<file path="src/rtl/reimu_life_ctrl.sv">
// Player life controller: turns bullet-stage hit flags into lives, invulnerability, blink and game-over.
// Optional extra-life pickup enabled by defining REIMU_EXTRA_LIFE_EN.
module reimu_life_ctrl #(
  parameter int INIT_LIVES   = 3,
  parameter int INVULN_TICKS = 32,
  parameter int BLINK_BIT    = 2
) (
  input  logic       clk22,
  input  logic       rst,
  input  logic       start,
  input  logic       shot,
  input  logic       bonus,
  output logic [2:0] lives,
  output logic [1:0] state,
  output logic       invuln,
  output logic       blink,
  output logic       hit_pulse,
  output logic       game_over
);

  typedef enum logic [1:0] {
    IDLE   = 2'd0,
    ALIVE  = 2'd1,
    INVULN = 2'd2,
    DEAD   = 2'd3
  } state_t;

  localparam logic [2:0] LIVES_LOAD = 3'(INIT_LIVES);
  localparam logic [7:0] INV_LOAD   = 8'(INVULN_TICKS - 1);

  state_t     state_q;
  logic [7:0] invCnt_q;
  logic [2:0] lives_q;
  logic       invuln_q;
  logic       blink_q;
  logic       hitPulse_q;
  logic       gameOver_q;

  logic       bonusGain;
  logic [2:0] livesBonus_d;
  logic [2:0] livesHit_d;
  logic [7:0] invCntDec_d;

`ifdef REIMU_EXTRA_LIFE_EN
  assign bonusGain = bonus && ((state_q == ALIVE) || (state_q == INVULN));
`else
  logic unused_bonus;
  assign unused_bonus = bonus;
  assign bonusGain    = 1'b0;
`endif

  // A bonus on the same tick as a hit cancels the loss, so the net count is unchanged.
  always_comb begin
    livesBonus_d = lives_q;
    if (bonusGain && (lives_q != 3'd7))
      livesBonus_d = lives_q + 3'd1;
    livesHit_d  = bonusGain ? lives_q : (lives_q - 3'd1);
    invCntDec_d = invCnt_q - 8'd1;
  end

  always_ff @(posedge clk22) begin
    if (rst) begin
      state_q    <= IDLE;
      lives_q    <= 3'd0;
      invCnt_q   <= 8'd0;
      invuln_q   <= 1'b0;
      blink_q    <= 1'b0;
      hitPulse_q <= 1'b0;
      gameOver_q <= 1'b0;
    end else begin
      invuln_q   <= 1'b0;
      blink_q    <= 1'b0;
      hitPulse_q <= 1'b0;
      gameOver_q <= 1'b0;
      case (state_q)
        IDLE: begin
          if (start) begin
            state_q <= ALIVE;
            lives_q <= LIVES_LOAD;
          end
        end
        ALIVE: begin
          if (shot) begin
            hitPulse_q <= 1'b1;
            lives_q    <= livesHit_d;
            if (livesHit_d == 3'd0) begin
              state_q    <= DEAD;
              gameOver_q <= 1'b1;
            end else begin
              state_q  <= INVULN;
              invCnt_q <= INV_LOAD;
              invuln_q <= 1'b1;
              blink_q  <= INV_LOAD[BLINK_BIT];
            end
          end else begin
            lives_q <= livesBonus_d;
          end
        end
        INVULN: begin
          lives_q <= livesBonus_d;
          if (invCnt_q == 8'd0) begin
            state_q <= ALIVE;
          end else begin
            invCnt_q <= invCntDec_d;
            invuln_q <= 1'b1;
            blink_q  <= invCntDec_d[BLINK_BIT];
          end
        end
        DEAD: begin
          if (start) begin
            state_q <= ALIVE;
            lives_q <= LIVES_LOAD;
          end else begin
            lives_q    <= 3'd0;
            gameOver_q <= 1'b1;
          end
        end
        default: state_q <= IDLE;
      endcase
    end
  end

  assign lives     = lives_q;
  assign state     = state_q;
  assign invuln    = invuln_q;
  assign blink     = blink_q;
  assign hit_pulse = hitPulse_q;
  assign game_over = gameOver_q;

endmodule

</file>
<file path="config.mk">
export PLATFORM = sky130hd
export DESIGN_NAME = reimu_life_ctrl
export DESIGN_NICKNAME = d
export VERILOG_FILES = /design/src/rtl/reimu_life_ctrl.sv
export SDC_FILE = /design/constraint.sdc
export NUM_CORES = 1
export LEC_CHECK = 0
export ABC_AREA = 1
export CAP_MARGIN = 0
export CORE_MARGIN = 4
export CORE_UTILIZATION = 38
export DETAILED_ROUTE_END_ITERATION = 12
export SYNTH_ARGS = -nofsm -noshare
export SYNTH_HDL_FRONTEND = slang
export SYNTH_SLANG_ARGS = --single-unit
</file>
<file path="constraint.sdc">
create_clock -name clk22 -period 2.91 [get_ports clk22]
set_input_delay 0.4365 -clock clk22 [delete_from_list [all_inputs] [get_ports clk22]]
set_output_delay 0.4365 -clock clk22 [all_outputs]
set_load 0.02 [all_outputs]
</file>
==> metrics.cfg, run 1 <==
[route]
via_per_inst=4.93
dr.pass1.iters=4
via_count=981
wire_per_inst_um=11.2
drtIter0Drc=58
final_antenna_net_count=0
drc_errors=0
wl_um=2220

[critical_path]
max_stage_delay_ns=0.63
crit_family=buffers and inverters
r2r_setup_slack_ns=1.25
critPathBufInv=1
r2r-start=state[1]
cp_cell_sequence=clkdlybuf4s50_1
rr_worst_depth=9
cp_slowest_cell=clkdlybuf4s50_1
cp.required_ns=2.47
critical_path_class=register to output pin
worstSetupStartpointType=register
crit_fanout=5
worstSetupEndpointType=output pin
timing.rr.end=invCnt_q[7]
critPathArrivalTime_ns=1.34

[synth]
synth_nets=167
syn_avg_cell_area_um2=6.76
synth_cell_types=21
ys_seq_area_frac=0.327
synth_seq_cells=17
synth_warnings=0
yosysTopAreaCellShare=0.327
syn_area_um2=1040
yosys.area.top_type=dfxtp_1
synthesis.instances=154
ys.flop_type=dfxtp_1
async_flop_share=0
synth_area_leaders=dfxtp_1 33%, nand2_1 14%, ha_1 9.6%
synth_edf_count=0

[power_and_ir_drop]
power_density_nw_per_um2=598
leakage_nw=0.548
vdd_ir_drop_max_mv=0.342

[final_layout]
drive_gt1_frac=0.0947
n_antenna_cell=0
stdcell_area_um2=1220
syn_to_final_growth_pct=17.4
final_common_cell=nand2_1
final_cell_mix=38 x nand2_1, 23 x inv_1, 17 x dfxtp_1
nNetsFinal=183

[grt]
grt_use_total=0.146
grt_pass1_wl_um=4080
antenna_found_initial=0
grt_pass1_vias=979
grt.overflow.total=0
grt_max_degree=11

[worst_hold_path]
hp-start=lives[1]
min_path_type=register to register
holdPathStages=2
min_to=lives[1]

[timing]
finalCritPeriodShare=0.610
rsz0062_at_grt=no
finalHoldViolations=0
period_needed_ns=1.78
tns_ns=0
finalWorstSetupSlack_ns=1.13
max-slew-margin-rel=0.714
slew_viol_final=0
skew_ns=0.00310
tightest_slew_ns=0.427
setup_viol=0
max_freq_mhz=563
timing.hold.ws_ns=0.514

[placement]
portBuffers=12
hpwl_um=1640
gp_congestion=0.814
place_ws_ns=1.17
dpl_cell_area_um2=1190

[floorplan]
rows=18
pin_count=14
initial_utilization=0.409
die_h_um=60.3
die_w_um=60.3
core_area_um2=2540
die_area_um2=3640

[job]
maxCapViolCount=0

[cts]
clk_pin_slew_ns=0.10
post_cts_resized=0
cts_tree=yes
cts_sinks=17
numCtsBuffers=3
htreeDepth=1
clk_latency_ns=0.30
cts_setup_buffers=0
clk_path_buf_depth=2
cts_hold_buf=0
clockRootBuffer=clkbuf_4

[outcome]
status=complete, no violations

## metrics by stage
| step | power, mW | util | std cells |
|---|---|---|---|
| floorplan | 0.522 | - | 154 |
| global placement | 0.600 | 0.470 | 195 |
| detailed placement | 0.601 | 0.470 | 195 |
| CTS | 0.739 | 0.480 | 199 |
| global route | 0.800 | 0.480 | 199 |
| finish | 0.731 | 0.480 | 199 |
## sequential cells by signal, summed over array words and instances (netlist names)
signal / cells
invCnt_q: 8
lives: 3
state: 2
blink: 1
game_over: 1
hit_pulse: 1
invuln: 1
## layout make-up
class / instances / area [µm²]
Sequential cell: 17 / 340
Clock inverter: 1 / 5.00
Inverter: 24 / 90.1
Clock buffer: 3 / 22.5
Tap cell: 30 / 37.5
Timing Repair Buffer: 12 / 120
Fill cell: 261 / 1320
Multi-Input combinational cell: 112 / 607
## logic make-up after synthesis
logic type	count (synthesis)	share of synthesized area
XOR/XNOR	1	0.00841
flip-flops	17	0.327
buffers and inverters	25	0.0901
AO/OA/AOI/OAI	25	0.142
adder cells (fa/ha/maj)	8	0.0962
AND/OR/NAND/NOR	78	0.337
## per-layer routing
metal	wire (µm)	GRT usage	vias up
met5	0	0	-
met1	1090	0.179	449
met2	1070	0.245	12
met3	56	0.0383	2
met4	9	0.0538	0
li1	-	-	518
## worst max path at each step
stage / start / to / cells past startpoint
after floorplan: state[1] / invCnt_q[0] / 9
after global placement: rst / lives[2] / 4
after detailed placement: rst / blink / 4
after CTS: state[1] / state[1] / 1
after global routing: state[1] / invCnt_q[6] / 9
final: state[1] / state[1] / 1
## Yosys cell counts (2+ instances only)
master,n
nand2_1,38
inv_1,23
dfxtp_1,17
nor2_1,16
nand3_1,14
o21ai_0,11
a21oi_1,9
ha_1,8
a21oi_2,2
nand2_4,2
nand4_1,2
nor2_2,2
or2_2,2
## report_power, final
group	internal, mW	total (mW)	leakage, nW	switching, mW
Combinational	0.116	0.310	0.391	0.194
Sequential	0.261	0.288	0.139	0.0273
Clock	0.0513	0.132	0.0177	0.0811
Power figures use the tool's default switching activity.
==> run 2: changes to the inputs <==
clock period = 1.44 ns   (was 2.91 ns; I/O delays follow)
==> metrics.cfg, run 2 (synthesis gave the netlist of run 1 again) <==
[floorplan]
pin_count=14  ; unchanged
die_h_um=60.3  ; unchanged
initial_utilization=0.409  ; unchanged
die_w_um=60.3  ; unchanged
core_area_um2=2540  ; unchanged
rows=18  ; unchanged
die_area_um2=3640  ; unchanged

[grt]
use_met3=0.0298  ; -0.00851
grt.met1_usage=0.189  ; +0.0101
grt_use_total=0.156  ; +0.0100
grt_pass1_wl_um=4280  ; +4.9%
antenna_found_initial=0  ; unchanged
grt.busiest_layer=met2
grt_max_degree=10  ; -1
grt_pass1_vias=1045  ; +6.7%
grt.overflow.total=0  ; unchanged
met2_usage=0.261  ; +0.0154

[timing]
max-slew-margin-rel=0.837  ; +0.123
period_needed_ns=1.40
rsz0062_at_grt=yes
skew_ns=0.00546  ; +0.00236 ns
slew_viol_final=0  ; unchanged
finalWorstSetupSlack_ns=0.0428  ; -1.09 ns
tightest_slew_ns=0.244  ; -0.183 ns
max_freq_mhz=716
finalHoldViolations=0  ; unchanged
timing.hold.ws_ns=0.500  ; -0.0138 ns
setup_viol=0  ; unchanged
finalCritPeriodShare=0.970

[critical_path]
worstSetupEndpointType=register
crit_path_start=state[0]
rr_worst_depth=6  ; -3
critical_path_class=register to register
worstSetupStartpointType=register
critPathArrivalTime_ns=1.61  ; +0.27 ns
r2r-start=state[0]
endpoint=state[0]
cp.required_ns=1.65  ; -0.82 ns
crit_fanout=3  ; -2
timing.rr.end=state[0]
r2r_setup_slack_ns=0.04  ; -1.21 ns

[final_layout]
fillers=252  ; -3.4%
final_common_cell=nand2_1
ff_latch_area_um2=350  ; +2.9%
final_cell_mix=34 x nand2_1, 16 x nor2_1, 15 x inv_1, 15 x buf_4, 13 x nand3_1
drive_gt1_frac=0.314  ; +0.219
n_antenna_cell=0  ; unchanged
nNetsFinal=199  ; +8.7%
layout.cells.non_filler=215  ; +8.0%
largest-register=invCnt_q
multi_input_area_um2=697  ; +15%
largest_reg_flops=8  ; unchanged
syn_to_final_growth_pct=38.7

[route]
via_per_inst=4.79  ; -2.8%
drc_errors=0  ; unchanged
via_count=1030  ; +5.0%
final_antenna_net_count=0  ; unchanged
wire_per_inst_um=12.0  ; +7.4%
dr.pass1.iters=4  ; unchanged
wl_um=2570  ; +16%
drtIter0Drc=41  ; -29%

[outcome]
status=complete, no violations

[power_and_ir_drop]
vdd_ir_drop_max_mv=0.650  ; +90%
power_density_nw_per_um2=1150  ; +93%
leakage_nw=0.692  ; +26%

[placement]
place_ws_ns=-0.0463  ; -1.21 ns
gp_congestion=0.797  ; -2.1%
portBuffers=12  ; unchanged
hpwl_um=1860  ; +13%
place_inst=210  ; +7.7%

[cts]
htreeDepth=1  ; unchanged
clk_latency_ns=0.29  ; about the same
clockRootBuffer=clkbuf_4
cts_hold_buf=0  ; unchanged
clk_pin_slew_ns=0.10  ; about the same
cts_tree=yes
cts_sinks=17  ; unchanged
numCtsBuffers=3  ; unchanged
clk_path_buf_depth=2  ; unchanged

[worst_hold_path]
min_path_type=register to register

[job]
maxCapViolCount=0  ; unchanged

run 2: area by class of cell:
cell class / count / area share
clock buffers: 4 / 0.0182
inverters: 24 / 0.0641
multi-input cells: 112 / 0.483
flip-flops and latches: 17 / 0.243
well taps: 30 / 0.0260
repair buffers: 28 / 0.166
run 2: metal layers:
layer  routed length [µm]  part of all wire  vias up
li1                     -                 -      548
met1                 1160              0.45      459
met2                 1310              0.51       19
met3                   69             0.027        4
met4                   32             0.012        0
met5                    0                 0        -
run 2: worst min-delay path by stage:
stage | cells past startpoint | end | slack (ns) | from
2_1_floorplan | 2 | hit_pulse | 0.37 | shot
3_3_place_gp | 2 | lives[0] | 0.47 | lives[0]
3_5_place_dp | 2 | lives[0] | 0.48 | lives[0]
4_1_cts | 2 | lives[0] | 0.49 | lives[0]
5_1_grt | 2 | lives[0] | 0.52 | lives[0]
6_report | 2 | lives[0] | 0.50 | lives[0]
run 2: power breakdown:
part           internal [mW]  switching (mW)  total [mW]  leakage [nW]
clock                  0.108           0.152       0.260        0.0150
combinational          0.345           0.467       0.812         0.536
sequential             0.534          0.0570       0.591         0.141
run 2: metrics by stage:
step | total power [mW] | setup TNS (ns) | area [µm²] | utilization
2_1_floorplan | 1.06 | -0.0385 | 1050 | -
3_3_place_gp | 1.30 | -0.0548 | 1310 | 0.516
3_5_place_dp | 1.31 | -0.263 | 1310 | 0.516
4_1_cts | 1.58 | -0.00554 | 1350 | 0.530
5_1_grt | 1.82 | -0.0606 | 1440 | 0.567
6_report | 1.66 | 0 | 1440 | 0.567
run 2: worst max-delay path, cell delays in order (launching register included):
cell     delay (ns)
dfxtp_4        0.39
inv_4          0.06
ha_4           0.23
or2_2          0.32
nand2_1        0.09
o21ai_1        0.08
a21oi_1        0.15
run 2: timing repair:
action,4_1_cts,5_1_grt
gates resized for setup,13,29
pin swaps,0,9
buffers inserted,1,0
endpoints found under the setup margin,16,15
